`src/rtl/mdio_init_sequencer.sv`:
```
// Boot-time PHY configuration sequencer: after a power-on wait it walks a table of
// MDIO register writes through the write engine. Optional delay entries: MDIO_INIT_DELAY_ENTRY_EN.
module mdio_init_sequencer #(
    parameter int         NUM_ENTRIES = 8,
    parameter logic [4:0] PHY_ADDR    = 5'd1,
    parameter int         POR_CYCLES  = 25000,
    parameter int         GAP_CYCLES  = 16,
    parameter int         ACK_TIMEOUT = 8
) (
    input  logic        mdc,
    input  logic        RST_N,
    input  logic        start,
    output logic [4:0]  tbl_idx,
    input  logic [21:0] tbl_entry,
    output logic [4:0]  wr_phy_addr,
    output logic [4:0]  wr_reg_addr,
    output logic [15:0] wr_data,
    output logic        wr_en,
    input  logic        wr_busy,
    output logic        init_done,
    output logic        init_err,
    output logic [4:0]  err_idx
);

    localparam logic [15:0] POR_LAST = 16'(POR_CYCLES - 1);
    localparam logic [15:0] GAP_LAST = 16'(GAP_CYCLES - 1);
    localparam logic [15:0] ACK_LAST = 16'(ACK_TIMEOUT - 1);
    localparam logic [4:0]  IDX_LAST = 5'(NUM_ENTRIES - 1);

    typedef enum logic [3:0] {
        S_POR,
        S_IDLE,
        S_LOAD,
        S_ISSUE,
        S_WACK,
        S_WBUSY,
        S_GAP,
        S_DONE,
`ifdef MDIO_INIT_DELAY_ENTRY_EN
        S_DLY,
`endif
        S_ERROR
    } state_t;

    state_t      state, state_d;
    logic [15:0] cnt, cnt_d;
    logic [4:0]  idx_d;
    logic [4:0]  reg_d;
    logic [15:0] data_d;
    logic        wr_en_d;
    logic        done_d;
    logic        err_d;
    logic [4:0]  err_idx_d;

`ifdef MDIO_INIT_DELAY_ENTRY_EN
    logic [19:0] dcnt, dcnt_d;
`else
    logic        unused_dly_flag;
    assign unused_dly_flag = tbl_entry[21];
`endif

    assign wr_phy_addr = PHY_ADDR;

    always_comb begin
        state_d   = state;
        cnt_d     = cnt;
        idx_d     = tbl_idx;
        reg_d     = wr_reg_addr;
        data_d    = wr_data;
        wr_en_d   = 1'b0;
        done_d    = init_done;
        err_d     = init_err;
        err_idx_d = err_idx;
`ifdef MDIO_INIT_DELAY_ENTRY_EN
        dcnt_d    = dcnt;
`endif
        case (state)
            S_POR: begin
                if (cnt == POR_LAST) begin
                    state_d = S_LOAD;
                    idx_d   = 5'd0;
                    cnt_d   = 16'd0;
                end else begin
                    cnt_d = cnt + 16'd1;
                end
            end
            S_IDLE: begin
                if (start) begin
                    state_d = S_LOAD;
                    idx_d   = 5'd0;
                end
            end
            S_LOAD: begin
                reg_d   = tbl_entry[20:16];
                data_d  = tbl_entry[15:0];
                state_d = S_ISSUE;
`ifdef MDIO_INIT_DELAY_ENTRY_EN
                // Delay entries skip the writer; a zero count goes straight to the gap.
                if (tbl_entry[21]) begin
                    cnt_d  = 16'd0;
                    dcnt_d = 20'd0;
                    state_d = (tbl_entry[15:0] == 16'd0) ? S_GAP : S_DLY;
                end
`endif
            end
            S_ISSUE: begin
                wr_en_d = 1'b1;
                cnt_d   = 16'd0;
                state_d = S_WACK;
            end
            S_WACK: begin
                if (wr_busy) begin
                    state_d = S_WBUSY;
                end else if (cnt == ACK_LAST) begin
                    state_d   = S_ERROR;
                    err_d     = 1'b1;
                    err_idx_d = tbl_idx;
                end else begin
                    cnt_d = cnt + 16'd1;
                end
            end
            S_WBUSY: begin
                if (!wr_busy) begin
                    cnt_d   = 16'd0;
                    state_d = S_GAP;
                end
            end
            S_GAP: begin
                if (cnt == GAP_LAST) begin
                    if (tbl_idx == IDX_LAST) begin
                        state_d = S_DONE;
                        done_d  = 1'b1;
                    end else begin
                        idx_d   = tbl_idx + 5'd1;
                        state_d = S_LOAD;
                    end
                end else begin
                    cnt_d = cnt + 16'd1;
                end
            end
`ifdef MDIO_INIT_DELAY_ENTRY_EN
            S_DLY: begin
                if (dcnt == {wr_data, 4'h0} - 20'd1) begin
                    cnt_d   = 16'd0;
                    state_d = S_GAP;
                end else begin
                    dcnt_d = dcnt + 20'd1;
                end
            end
`endif
            S_DONE: begin
                if (start) begin
                    done_d  = 1'b0;
                    idx_d   = 5'd0;
                    state_d = S_LOAD;
                end
            end
            S_ERROR: begin
                if (start) begin
                    err_d     = 1'b0;
                    err_idx_d = 5'd0;
                    idx_d     = 5'd0;
                    state_d   = S_LOAD;
                end
            end
            default: state_d = S_POR;
        endcase
    end

    // Reset clears wr_en asynchronously so a pending pulse never reaches the writer.
    always_ff @(posedge mdc or negedge RST_N) begin
        if (!RST_N) begin
            state       <= S_POR;
            cnt         <= 16'd0;
            tbl_idx     <= 5'd0;
            wr_reg_addr <= 5'd0;
            wr_data     <= 16'd0;
            wr_en       <= 1'b0;
            init_done   <= 1'b0;
            init_err    <= 1'b0;
            err_idx     <= 5'd0;
`ifdef MDIO_INIT_DELAY_ENTRY_EN
            dcnt        <= 20'd0;
`endif
        end else begin
            state       <= state_d;
            cnt         <= cnt_d;
            tbl_idx     <= idx_d;
            wr_reg_addr <= reg_d;
            wr_data     <= data_d;
            wr_en       <= wr_en_d;
            init_done   <= done_d;
            init_err    <= err_d;
            err_idx     <= err_idx_d;
`ifdef MDIO_INIT_DELAY_ENTRY_EN
            dcnt        <= dcnt_d;
`endif
        end
    end

endmodule

```
`config.mk`:
```
export PLATFORM = sky130hd
export DESIGN_NAME = mdio_init_sequencer
export DESIGN_NICKNAME = d
export VERILOG_FILES = /design/src/rtl/mdio_init_sequencer.sv
export SDC_FILE = /design/constraint.sdc
export NUM_CORES = 1
export LEC_CHECK = 0
export CORE_MARGIN = 2
export CORE_UTILIZATION = 54
export DETAILED_ROUTE_END_ITERATION = 7
export PLACE_DENSITY_LB_ADDON = 0.3
export SLEW_MARGIN = 20
export SYNTH_ARGS = -nofsm -noshare
export SYNTH_HDL_FRONTEND = slang
export SYNTH_SLANG_ARGS = --single-unit
```
`constraint.sdc`:
```
create_clock -name mdc -period 3.95 [get_ports mdc]
set_input_delay 0.79 -clock mdc [delete_from_list [all_inputs] [get_ports mdc]]
set_output_delay 0.79 -clock mdc [all_outputs]
set_load 0.03 [all_outputs]
```
* After elaboration in Yosys (flattened, before gate mapping)
Cells that the tools add are included.
** Storage, ports and cells
- Register bits :: 54
- Input bits :: 26
- Output and inout bits :: 39
- Word-level logic and storage cells :: 77
** Cells by class
- Add/subtract/negate cells :: 2
- Equal/unequal tests :: 25
- Mux-type cells :: 30
- Reduce and logical (&&, ||, !) cells :: 11
** Operators by type and width (count)
- 16-bit 2-to-1 mux :: 5
- 16-bit one-hot mux with 5 select lines :: 1
- 5-bit 2-to-1 mux :: 6
- 4-bit one-hot mux with 7 select lines :: 1
- 4-bit 2-to-1 mux :: 6
- 2-bit != test (second input constant) :: 11
- 16-bit by 1-bit adder with 16-bit output (second input constant) :: 1
- 16-bit by 15-bit equality test with 1-bit output (second input constant) :: 1
- 16-bit by 3-bit equality test with 1-bit output (second input constant) :: 1
- 16-bit by 4-bit equality test with 1-bit output (second input constant) :: 1
- 4-bit by 3-bit equality test with 1-bit output (second input constant) :: 4
- 5-bit one-hot mux with 3 select lines :: 1
- 5-bit AND reduction :: 3
- 5-bit one-hot mux with 2 select lines :: 1
- 4-bit by 2-bit equality test with 1-bit output (second input constant) :: 2
- 4-bit AND reduction :: 2
- 1-bit 2-to-1 mux :: 6
- 5-bit by 1-bit adder with 5-bit output (second input constant) :: 1
- 5-bit by 3-bit equality test with 1-bit output (second input constant) :: 1
- 5-bit nonzero test :: 1
- 4-bit by 1-bit equality test with 1-bit output (second input constant) :: 1
- 4-bit equality test (second input constant) :: 1
- 4-bit zero test :: 1
- 1-bit one-hot mux with 2 select lines :: 2
- other kinds (6) :: 7

* Depth between registers and ports, before layout
Gate-level depths: netlist (run 1).
- Depth in word-level cells :: 4
- Depth in mapped cells :: 8

* Worst setup path after synthesis (run 1)
Ideal clock, no wire load.
- Path kind :: register to register
- Start :: reg cnt[0]
- End :: reg tbl_idx[4]
- Setup time :: 0.069 ns
- Arrival :: 2.352 ns
- Data required time :: 3.881 ns
- Setup slack :: 1.529 ns
- Stages on the path, launching flop included :: 9
- Path buffers :: 1
- Period minus slack after synthesis :: 2.421 ns
- Cells stage by stage :: dfrtp_1 ha_1 nor4b_2 nand4b_1 or2_4 a2111o_1 buf_6 or4_1 nand3_1
** On the way
- Cells in the longest elaborated chain, start to end :: 3
- Elaborated cells on any way between the ends :: 5
** RTL lines
- start: declaration :: RTL line 46 : logic [15:0] cnt, cnt_d;
- start signal: assignment :: RTL line 187 : cnt <= cnt_d;
- 16-bit by 4-bit equality test with 1-bit output / 16-bit by 15-bit equality test with 1-bit output (equally long branches) :: RTL line 129, 79
- 2-bit != test (no source line)
- 5-bit AND reduction (no source line) *
- end signal: assignment :: RTL line 188 : tbl_idx <= idx_d;
- end: declaration :: RTL line 13 : output logic [4:0] tbl_idx,
Every way passes the cells marked *; elsewhere a longest branch is shown, timed or not.
A chain may end at the register's enable or synchronous reset.

* Worst setup path after layout (run 1)
- Start :: reg state[2]
- End :: reg cnt[13]
** On the way
- Cells in the longest elaborated chain, start to end :: 3
- Elaborated cells on any way between the ends :: 12
** RTL lines
- start: declaration :: RTL line 45 : state_t state, state_d;
- start signal: assignment :: RTL line 186 : state <= state_d;
- 4-bit by 3-bit equality test with 1-bit output (tied with other cells) :: RTL line 77 : case (state)
- 5-bit nonzero test (no source line) / 2-bit != test (equally long branches)
- 5-bit AND reduction (no source line)
Parallel ways exist; a longest one is shown, timed or not.

==> results of run 1 <==
==> critical path, stage by stage (launching register included) <==
cell and delay [ps]:
dfrtp_1 650, nand2b_1 290, or4b_1 540, o221ai_2 640, o21bai_1 520, or3_1 210
o21ai_0 90
==> power breakdown <==
group | leakage, nW | internal [W] | total, W | switching, W
Sequential | 0.666 | 0.000763 | 0.000978 | 0.000215
Clock | 0.0514 | 0.000189 | 0.000363 | 0.000174
Combinational | 0.688 | 0.000644 | 0.00144 | 0.000793
Total | 1.41 | 0.00160 | 0.00278 | 0.00118
==> sequential cells by signal, summed over array words and instances, names as in the netlist <==
register     count
state            4
wr_en            1
wr_data         16
tbl_idx          5
err_idx          5
init_done        1
cnt             16
init_err         1
wr_reg_addr      5
==> layer usage <==
layer  vias to the layer above  global-route usage (%)
met5                         -                       0
met2                        77                    37.1
li1                       1104                       -
met1                      1130                    32.5
met3                         2                    3.91
met4                         0                    3.82
==> Yosys cell counts, drive strengths merged (2+ instances only) <==
master   n  area share (%)
a21o     4             1.2
a21oi   12             2.1
a22oi    3            0.80
and2     2            0.45
and3     4            0.89
buf      8             2.0
clkbuf  15             2.0
conb     2            0.27
dfrtp   54              48
ha       2            0.89
inv      9             1.2
mux2    23             9.2
nand2   30             4.0
nand2b   3            0.67
nand3   14             2.5
nand3b   2            0.53
nor2     8             1.1
nor2b    3            0.67
nor3     6             1.1
nor3b    4             1.1
nor4     5             1.3
o21ai   21             3.7
o21bai   3            0.80
o221ai   3             1.2
o22ai    5             1.1
o311ai   2            0.62
o41ai    3            0.94
or2      4            0.98
or3      5             1.1
or4      5             1.4
xor2     2            0.62
==> layout make-up <==
| type | instances | area, sq um |
|---|---|---|
| Timing Repair Buffer | 60 | 591 |
| Sequential cell | 54 | 1350 |
| Multi-Input combinational cell | 199 | 1330 |
| Tap cell | 70 | 87.6 |
| Fill cell | 404 | 1580 |
| Clock buffer | 6 | 72.6 |
| Inverter | 9 | 33.8 |
| Clock inverter | 2 | 37.5 |
==> worst paths after layout <==
path / startpoint / to
worst max-delay path: state[2] / cnt[13]
worst min-delay path: RST_N / init_done
worst max register to register: state[2] / cnt[13]
worst min register to register: err_idx[2] / err_idx[2]
max in group asynchronous: RST_N / cnt[13]
min in group mdc: err_idx[2] / err_idx[2]
==> logic make-up after synthesis <==
group | count (synthesis)
other | 2
AO/OA/AOI/OAI | 66
adder cells (fa/ha/maj) | 2
AND/OR/NAND/NOR | 101
multiplexers | 23
XOR/XNOR | 2
buffers and inverters | 32
flip-flops | 54
==> stage by stage <==
stage / cells / util [%] / setup WS (ps)
5_1_grt: 400 / 68.9 / 610
3_5_place_dp: 392 / 66.8 / 824
3_3_place_gp: 392 / 66.8 / 855
6_report: 400 / 68.9 / 894
2_1_floorplan: 285 / - / 1530
4_1_cts: 400 / 68.9 / 923
==> flow_metrics.py, run 1 <==
metrics = {
    "outcome": {
        "status": "completed",
    },
    "cells_and_area": {
        "syn_to_final_growth_pct": 24.6,
        "layout.nets": 357,
        "layout_common_cells": "clkdlybuf4s50_1 (57), dfrtp_1 (54), nand2_1 (30)",
        "final_common_cell": "clkdlybuf4s50_1",
        "drive_above_1_share_pct": 13.9,
        "antenna_cells": 0,
        "fin_area_sq_mm": 0.00350,
    },
    "logic_synthesis": {
        "synth-edff-count": 0,
        "synth.mux.area_fraction_pct": 9.22,
        "syn-cell-area_sq_mm": 0.00281,
        "postSynthCellCount": 282,
        "synth-seq-cells": 54,
        "synth-warning-count": 0,
        "yosys.area_share.simple_pct": 20.1,
        "async_reset_ff_share_pct": 100,
        "synthAdderAreaFrac_pct": 0.891,
        "synth_top_flop_cell": "dfrtp_1",
        "synth_top_family_by_area": "simple AND/OR/NAND/NOR gates",
        "syn_avg_cell_area_sq_um": 9.96,
        "yosys.area_share.xor_xnor_pct": 0.624,
        "seq_area_frac_synth_pct": 48.1,
        "synth_compound_area_share_pct": 15.6,
        "synth.distinct_cells": 55,
    },
    "clock_network": {
        "post-cts-setup-buffers": 0,
        "cts-resized-gates": 0,
        "clk_pin_slew_ps": 90,
        "cts_buffer_depth": 2,
        "clk_latency_ps": 300,
        "hold_buffers": 0,
        "clkSinkCount": 54,
        "cts_buffers": 5,
        "cts_max_level": 2,
        "cts_tree": "built",
        "cts_root_buf": "clkbuf_8",
    },
    "timing": {
        "timing.fmax_ghz": 0.327,
        "worstMarginPinSlew_ps": 915,
        "relSlewSlack_pct": 38.8,
        "fin_skew_ps": 5.78,
        "final.min_clock_period_ps": 3060,
        "setup-tns-final_ps": 0,
        "finalSetupViolCount": 0,
        "rsz0062_at_grt": "no",
        "whs_ps": 454,
        "maxSlewViolCount": 0,
        "hold_violations": 0,
        "fin_crit_sh_pct": 77.4,
    },
    "route": {
        "met3_length_um": 354,
        "met1_length_um": 2670,
        "wl_per_cell_um": 15.3,
        "routed.top_layer": "met4",
        "drtIter0Drc": 166,
        "firstDrtPassIters": 4,
        "num_vias": 2313,
        "via_per_inst": 5.78,
        "totalWireLength_um": 6140,
        "remaining_drc_errors": 0,
        "route.antenna.remaining_nets": 0,
        "dr_wl_met2_um": 3080,
    },
    "power": {
        "p_leak_nw": 1.41,
        "finalPower_w": 0.00278,
        "power_density_mw_per_mm2": 794,
        "ir_drop_mv": 0.432,
    },
    "min_path": {
        "hold_class": "in -> async",
    },
    "global_route": {
        "grt_usage_pct": 22.6,
        "antenna_found_initial": 0,
        "grt_pass1_vias": 2220,
        "grt-ovfl-total": 0,
        "grt_pass1_wl_um": 10900,
        "grt_max_degree": 34,
    },
    "worst_setup_path": {
        "critPathKind": "reg -> reg",
        "critical_path_required_ps": 4120,
        "r2r_cells": 6,
        "start_kind": "flip-flop",
        "reg2reg_slack_ps": 890,
        "crit_fanout": 19,
        "end_kind": "flip-flop",
        "cp_data_arrival_time_ps": 3230,
    },
    "die": {
        "core_sq_mm": 0.00507,
        "dieArea_sq_mm": 0.00579,
        "num_rows": 26,
        "io_pins": 65,
        "start_util_pct": 55.3,
        "die_w_um": 76.1,
        "dieHeight_um": 76.1,
    },
    "place": {
        "port_buffers": 58,
        "dp_hpwl_um": 4420,
        "gp_congestion": 0.840,
        "place_area_sq_mm": 0.00339,
    },
    "flow_run": {
        "max-cap-violations": 0,
    },
}
No activity file was read; power rests on OpenSTA's default activity.
==> run 2, diff against run 1 <==
CORE_UTILIZATION = 45   (was 54)
clock period = 2.65 ns   (was 3.95 ns; I/O delays follow)
==> flow_metrics.py, run 2 (synthesis results as in run 1) <==
metrics = {
    "outcome": {
        "status": "completed",
    },
    "timing": {
        "hold_violations": 0,
        "relSlewSlack_pct": 54.3,
        "timing.fmax_ghz": 0.404,
        "finalSetupViolCount": 0,
        "final.min_clock_period_ps": 2470,
        "fin_skew_ps": 14.9,
        "maxSlewViolCount": 0,
        "fin_crit_sh_pct": 93.3,
        "worstMarginPinSlew_ps": 686,
        "setup-tns-final_ps": 0,
    },
    "place": {
        "gp_congestion": 0.849,
        "port_buffers": 58,
        "dp_hpwl_um": 4220,
    },
    "min_path": {
        "hold_class": "in -> async",
    },
    "worst_setup_path": {
        "r2r_cells": 7,
        "crit_fanout": 5,
        "r2r_end": "tbl_idx[4]",
        "cp_data_arrival_time_ps": 2720,
        "reg2reg_slack_ps": 180,
        "end_kind": "flip-flop",
        "timing.rr.start": "cnt[0]",
        "start_kind": "flip-flop",
        "cp-startpoint": "cnt[0]",
        "critical_path_required_ps": 2900,
        "critPathKind": "reg -> reg",
    },
    "cells_and_area": {
        "layout.nets": 370,
        "final_common_cell": "clkdlybuf4s50_1",
        "layout_common_cells": "clkdlybuf4s50_1 (57), dfrtp_1 (54), nand2_1 (30)",
        "final_core_util_pct": 60.2,
        "antenna_cells": 0,
        "syn_to_final_growth_pct": 28.3,
        "drive_above_1_share_pct": 17.8,
        "largestRegisters": "cnt: 16 flops, wr_data: 16 flops",
    },
    "clock_network": {
        "cts_max_level": 2,
        "clk_pin_slew_ps": 100,
        "cts_root_buf": "clkbuf_8",
        "cts_buffer_depth": 2,
        "clk_latency_ps": 310,
        "hold_buffers": 0,
        "cts_buffers": 5,
        "clkSinkCount": 54,
        "cts_tree": "built",
    },
    "power": {
        "power_density_mw_per_mm2": 1170,
        "ir_drop_mv": 0.660,
        "p_leak_nw": 1.47,
    },
    "die": {
        "dieArea_sq_mm": 0.00689,
        "io_pins": 65,
        "dieHeight_um": 83.0,
        "core_sq_mm": 0.00599,
        "num_rows": 28,
        "start_util_pct": 46.9,
        "die_w_um": 83.0,
    },
    "route": {
        "route.antenna.remaining_nets": 0,
        "num_vias": 2389,
        "totalWireLength_um": 6060,
        "via_per_inst": 5.72,
        "drtIter0Drc": 146,
        "wl_per_cell_um": 14.5,
        "firstDrtPassIters": 5,
        "remaining_drc_errors": 0,
    },
    "global_route": {
        "grt_pass1_vias": 2115,
        "grt-ovfl-total": 0,
        "grt_usage_pct": 18.0,
        "grt_max_degree": 55,
        "antenna_found_initial": 0,
        "grt_pass1_wl_um": 10300,
    },
    "flow_run": {
        "max-cap-violations": 0,
    },
}
-- run 2: changes by cell type in the layout (fill, tap and decap cells not counted), sizes merged --
| cell | change |
|---|---|
| buf | +13 |
| bufinv | -1 |
| clkinv | +1 |
-- run 2: stage by stage --
| step | power [W] | cells | setup WS, ps | area [sq um] | hold slack (ps) |
|---|---|---|---|---|---|
| after floorplan | 0.00293 | 285 | 229 | 2820 | 234 |
| after global placement | 0.00369 | 409 | 202 | 3500 | 464 |
| after detailed placement | 0.00375 | 409 | 170 | 3500 | 471 |
| after CTS | 0.00424 | 417 | 143 | 3590 | 212 |
| after global routing | 0.00452 | 418 | -15.9 | 3600 | 207 |
| final | 0.00423 | 418 | 177 | 3600 | 194 |
-- run 2: report_power, final --
part           internal (W)  switching [W]
Clock              0.000211       0.000271
Sequential          0.00114       0.000254
Combinational       0.00108        0.00127
-- run 2: cell type report --
type	instances	area [sq um]
repair buffers	73	701
flip-flops and latches	54	1350
inverters	9	33.8
clock inverters	2	12.5
clock buffers	6	82.6
well taps	75	93.8
multi-input cells	199	1330
fillers	503	2390
-- run 2: how the worst max path moves through the flow --
stage               slack, ps         end  depth (start not counted)
floorplan                 230  tbl_idx[4]                          8
CTS                       140  tbl_idx[4]                          7
global route              -20  tbl_idx[4]                          7
finish                    180  tbl_idx[4]                          7
global placement          200  tbl_idx[4]                          7
detailed placement        170  tbl_idx[4]                          7
-- run 2: timing repair --
action / 4_1_cts / 5_1_grt
buffers inserted: 0 / 1
endpoints found under the setup margin: 0 / 12
gates resized for setup: 0 / 1
-- run 2: worst max-delay path, cell delays in order, from the launching register on --
cell and delay [ps]:
dfrtp_1 410, ha_1 240, nor4b_2 260, nand4b_1 220
or2_4 320, a2111o_1 420, or4_1 460, nand3_1 90
-- run 2: layer usage --
layer / global-route usage (%) / wire (um) / vias to the layer above
li1: - / - / 1144
met1: 25.8 / 2920 / 1151
met2: 27.5 / 2680 / 84
met3: 4.08 / 385 / 10
met4: 4.77 / 74 / 0
met5: 0 / 0 / -
